==> src/rtl/dest_hazard_scoreboard.sv <==
// Destination-register scoreboard for the EX/MEM/WB stages: raises the ID stall on
// hazards and, when built with FORWARDING_EN defined, drives the ALU operand bypass selects.
module dest_hazard_scoreboard #(
    parameter int CNT_W = 8
) (
    input  logic             clk,
    input  logic             rst_n,
    input  logic             id_valid,
    input  logic             id_wr_en,
    input  logic [2:0]       id_rd,
    input  logic             id_is_load,
    input  logic [2:0]       id_rs,
    input  logic             id_rs_used,
    input  logic [2:0]       id_rt,
    input  logic             id_rt_used,
    input  logic             flush,
    input  logic             mem_stall,
    output logic             stall,
    output logic [2:0]       ex_rd,
    output logic [2:0]       mem_rd,
    output logic [2:0]       wb_rd,
    output logic             ex_wr,
    output logic             mem_wr,
    output logic             wb_wr,
    output logic [1:0]       fwd_a_sel,
    output logic [1:0]       fwd_b_sel,
    output logic [CNT_W-1:0] stall_cnt
);

    typedef struct packed {
        logic       wr;
        logic [2:0] rd;
        logic       ld;
    } entry_t;

    entry_t           ex_q, ex_d, mem_q, wb_q;
    logic [CNT_W-1:0] stall_cnt_q, stall_cnt_d;
    logic             rs_ex, rs_mem, rt_ex, rt_mem;
    logic             hazard;

    function automatic logic hit(input logic vld, input logic used,
                                 input logic [2:0] src, input entry_t e);
        return vld && used && e.wr && (e.rd == src);
    endfunction

    always_comb begin
        rs_ex     = hit(id_valid, id_rs_used, id_rs, ex_q);
        rs_mem    = hit(id_valid, id_rs_used, id_rs, mem_q);
        rt_ex     = hit(id_valid, id_rt_used, id_rt, ex_q);
        rt_mem    = hit(id_valid, id_rt_used, id_rt, mem_q);
        hazard    = 1'b0;
        fwd_a_sel = 2'b00;
        fwd_b_sel = 2'b00;
`ifdef FORWARDING_EN
        // Only a load in EX cannot be bypassed; its data appears one stage later.
        hazard = (rs_ex || rt_ex) && ex_q.ld;
        if (rs_ex && !ex_q.ld)  fwd_a_sel = 2'b01;
        else if (rs_mem && !rs_ex) fwd_a_sel = 2'b10;
        if (rt_ex && !ex_q.ld)  fwd_b_sel = 2'b01;
        else if (rt_mem && !rt_ex) fwd_b_sel = 2'b10;
`else
        hazard = rs_ex || rs_mem || rt_ex || rt_mem;
`endif
        stall = hazard && !flush;
    end

    always_comb begin
        ex_d = '0;
        if (id_valid && !stall && !flush) begin
            ex_d = '{wr: id_wr_en, rd: id_rd, ld: id_is_load};
        end
        stall_cnt_d = stall_cnt_q;
        if (stall && (stall_cnt_q != {CNT_W{1'b1}})) begin
            stall_cnt_d = stall_cnt_q + 1'b1;
        end
    end

    always_ff @(posedge clk or negedge rst_n) begin
        if (!rst_n) begin
            ex_q        <= '0;
            mem_q       <= '0;
            wb_q        <= '0;
            stall_cnt_q <= '0;
        end else if (!mem_stall) begin
            wb_q        <= mem_q;
            mem_q       <= ex_q;
            ex_q        <= ex_d;
            stall_cnt_q <= stall_cnt_d;
        end
    end

    // Load flags travel with the entries but only EX's is consulted, and only with bypassing.
    logic unused_ld;
`ifdef FORWARDING_EN
    assign unused_ld = mem_q.ld ^ wb_q.ld;
`else
    assign unused_ld = ex_q.ld ^ mem_q.ld ^ wb_q.ld;
`endif

    assign ex_rd     = ex_q.rd;
    assign ex_wr     = ex_q.wr;
    assign mem_rd    = mem_q.rd;
    assign mem_wr    = mem_q.wr;
    assign wb_rd     = wb_q.rd;
    assign wb_wr     = wb_q.wr;
    assign stall_cnt = stall_cnt_q;

endmodule

==> config.mk <==
export PLATFORM = sky130hd
export DESIGN_NAME = dest_hazard_scoreboard
export DESIGN_NICKNAME = d
export VERILOG_FILES = /design/src/rtl/dest_hazard_scoreboard.sv
export SDC_FILE = /design/constraint.sdc
export NUM_CORES = 1
export LEC_CHECK = 0
export BUFFER_PORTS_ARGS = -buffer_cell sky130_fd_sc_hd__buf_2
export CAP_MARGIN = 15
export CORE_MARGIN = 3
export CORE_UTILIZATION = 51
export DETAILED_ROUTE_END_ITERATION = 7
export PLACE_DENSITY = 0.84
export SYNTH_ARGS = -nofsm -noshare
export SYNTH_HDL_FRONTEND = slang
export SYNTH_SLANG_ARGS = --single-unit
==> constraint.sdc <==
create_clock -name clk -period 3.7 [get_ports clk]
set_input_delay 1.11 -clock clk [delete_from_list [all_inputs] [get_ports clk]]
set_output_delay 1.11 -clock clk [all_outputs]
set_load 0.02 [all_outputs]
==> summary.md <==
| Metric | Value |
|---|---|
| Final estimated routing congestion in global placement | `0.808` |
| Worst reg2reg startpoint | `ex_rd[2]` |
| Fin. Hold Viols | `0` |
| Layout area overhead | `20.2%` |
| Fmax | `around 300 MHz` |
| Placed cell area | `1270 um^2` |
| Total grt overflow | `0` |
| DR iter-0 viols | `4` |
| Worst min-delay path endpoint | `stall_cnt[6]` |
| Worst vdd ir | `220 uV` |
| Proportion of layout cells with a drive suffix above 1 | `45.6%` |
| NumNets Final | `~150` |
| Leading area contributor after synthesis | `dfrtp_1` |
| Sequential element share of the synthesized area | `46.7%` |
| Flop pwr share | `between 50% and 60%` |
| Worst hold path class | `register to register` |
| Final setup vio count | `0` |
| CP Class | `input port to primary output` |
| Worst-path clk slew | `around 0.090 ns` |
| Largest net degree at the start of global routing | `21` |
| Die width | `about 52 um` |
| Tmin final | `3.33 ns` |
| Final hold slack | `0.497 ns` |
| Critical Path RT | `about 2.6 ns` |
| Synth area leaders | `dfrtp_1 47%, xnor2_1 15%, mux2_2 8.4%` |
| Clk network pwr share | `~23%` |
| CP startpoint kind | `input port` |
| Std-Cell Rows | `15` |
| Buf/Inv on CP | `2` |
| Via density | `about 5.3` |
| Vias in the first global route | `between 700 and 800` |
| Starting density of the core | `57.7%` |
| Cts bufs inserted | `3` |
| Worst EP arrival | `around 2.2 ns` |
| Final period util | `between 80% and 90%` |
| Clock sink count | `20` |
| Initial antenna violation count | `0` |
| Hold_sp | `stall_cnt[6]` |
| CP top delay family | `simple AND/OR/NAND/NOR gates` |
| Die height | `approximately 52 um` |
| Slew Limit Fails | `0` |
| Clk root buf | `clkbuf_4` |
| Sw Share | `29.5%` |
| # fillers | `139` |
| LEAKAGE | `~0.63 nW` |
| Setup TNS Final | `0 ns` |
| Non-filler cells in the finished layout | `150` |
| Hold path cells | `1` |
| CTS Buffer Depth | `2` |
| Reg2reg setup slack | `1.91 ns` |
| Post-DR wirelength/cell | `approximately 14 um` |
| Postcts setup bufs | `0` |
| H-Tree Depth | `1` |
| Via count | `802` |
| Net load switching power | `0.129 mW` |
| Status | `finished, final reports clean` |
| Detailed-route DRC error count | `0` |
| Core box area | `about 1900 um^2` |
| Number of max-cap violations | `0` |
| Worst R2R Path Depth | `5` |
| Synth Warn # | `0` |
| Final WL | `2.16 mm` |
| # diodes | `0` |
| Worst Skew | `between 0.01 and 0.015 ns` |
| Drt pass-1 iters | `3` |
| Crit-path slowest cell | `a21oi_1` |
| Port bufs | `37` |
| CTS tree | `yes` |
| Yosys top cell area share | `a little under half` |
| Die area | `2690 um^2` |
| Critical path peak fanout | `2` |
| GRT Total Usage | `between 10% and 20%` |
| Synthesized cell area | `roughly 1100 um^2` |
| Mean area per synthesized cell | `about 12 um^2` |
| I/O pin total | `43` |
| Cells after Synth | `87` |
| FF+latch count, synth | `20` |
| Placed cells | `roughly 150` |
| R2R Path End | `stall_cnt[1]` |
| Setup crit end kind | `primary output` |
| Power density over the cells | `around 340 nW/um^2` |
| RSZ-0062 raised after global routing | `false` |
| Clk_lat worst skew | `about 0.30 ns` |
| Antenna violation net count after detailed routing | `0` |
| First-pass GRT wire length | `~3.5 mm` |
| # resized after CTS | `0` |
| Post-DP HPWL | `around 1.7 mm` |
| Gate power share | `between 20% and 30%` |
| Slowest cell delay on critical path | `between 0.2 and 0.3 ns` |
| Final Cell Area | `1290 um^2` |
| Hold buffers post-CTS | `0` |
| Number of library cell types mapped by synthesis | `26` |
| Worst-path cell chain | `buf_2 -> xnor2_1 -> nand4_2 -> a21oi_1 -> nor2_1 -> nor2_1 -> buf_2` |
| Internal power | `roughly 0.3 mW` |
metrics by stage:
stage | setup WS (ns) | total power [mW] | utilization (%)
2_1_floorplan | 0.573 | 0.310 | -
5_1_grt | 0.250 | 0.463 | 69.4
3_3_place_gp | 0.450 | 0.340 | 68.1
6_report | 0.373 | 0.438 | 69.4
4_1_cts | 0.359 | 0.441 | 69.4
3_5_place_dp | 0.364 | 0.344 | 68.1
synthesized netlist by cell type:
| cell | n |
|---|---|
| dfrtp_1 | 20 |
| xnor2_1 | 18 |
| mux2_2 | 8 |
| a22o_1 | 4 |
| buf_4 | 4 |
| nand2_1 | 3 |
| nand4_1 | 3 |
| nor2_1 | 3 |
| o21ai_1 | 3 |
| a211oi_4 | 2 |
| a21oi_1 | 2 |
| nand4_2 | 2 |
| o2111ai_1 | 2 |
| and3_1 | 1 |
| and4_1 | 1 |
| buf_1 | 1 |
| conb_1 | 1 |
| ha_1 | 1 |
| mux2_4 | 1 |
| nand3_1 | 1 |
| nor2_2 | 1 |
| nor2b_1 | 1 |
| nor3_2 | 1 |
| o211ai_1 | 1 |
| o21ai_2 | 1 |
| xnor2_2 | 1 |
cells in the final DEF, fill, tap and decap left out, types with 2 or more instances in the layout:
| master | netlist | layout |
|---|---|---|
| conb_1 | 1 | 4 |
| o21ai_1 | 3 | 3 |
| clkbuf_4 | 0 | 3 |
| nand4_2 | 2 | 2 |
| a22o_1 | 4 | 4 |
| mux2_2 | 8 | 8 |
| nand2_1 | 3 | 3 |
| a21oi_1 | 2 | 2 |
| dfrtp_1 | 20 | 20 |
| buf_2 | 0 | 37 |
| xnor2_1 | 18 | 18 |
| nand4_1 | 3 | 3 |
| o2111ai_1 | 2 | 2 |
| nor2_1 | 3 | 3 |
| a211oi_4 | 2 | 2 |
worst register-to-register path, cell delays in order, from the launching register on:
cell	delay [ns]
dfrtp_1	0.46
xnor2_1	0.22
nand4_2	0.17
a211oi_4	0.41
nor2_2	0.09
mux2_4	0.31
cell families after synthesis:
kind of cell / share of synthesized area, %
DFF: 46.7
xor gates and xnor gates: 16.2
and+or+nand+nor: 10.2
AOI/OAI and AO/OA: 12.5
muxes: 9.80
buffers and inverters: 3.15
adders and majority gates: 1.17
other: 0.350
registers in the layout (all words and copies together), names as in the netlist:
signal,flops
stall_cnt,8
ex_rd,3
mem_rd,3
wb_rd,3
ex_wr,1
mem_wr,1
wb_wr,1
layer usage:
layer  GRT usage [%]  vias to the layer above  part of all wire [%]
met4            9.17                        0                   1.7
li1                -                      381                     -
met2            30.3                       29                    50
met3            2.87                        4                   6.0
met5               0                        -                     0
met1            22.2                      388                    43
how the worst max path moves through the flow:
stage               startpoint  endpoint  slack (ns)  depth (start not counted)
floorplan             id_rs[0]     stall        0.57                          5
global placement      id_rs[1]     stall        0.45                          7
detailed placement    id_rs[2]     stall        0.36                          7
CTS                   id_rs[2]     stall        0.36                          7
global route          id_rs[2]     stall        0.25                          7
finish                id_rs[2]     stall        0.37                          7
layout make-up:
class / count / area (um^2) / area share, %
flip-flops and latches: 20 / 500 / 38.8
multi-input cells: 65 / 549 / 42.6
well taps: 25 / 31.3 / 2.43
clock buffers: 3 / 22.5 / 1.75
repair buffers: 37 / 185 / 14.4
power groups by stage:
| stage | Combinational (mW) | Clock, mW | Sequential [mW] |
|---|---|---|---|
| after global routing | 0.0990 | 0.114 | 0.250 |
| after floorplan | 0.0432 | 0 | 0.266 |
| final | 0.0914 | 0.0996 | 0.247 |
| after detailed placement | 0.0927 | 0 | 0.251 |
| after global placement | 0.0895 | 0 | 0.250 |
| after CTS | 0.0929 | 0.101 | 0.247 |
Power figures use the tool's default switching activity.
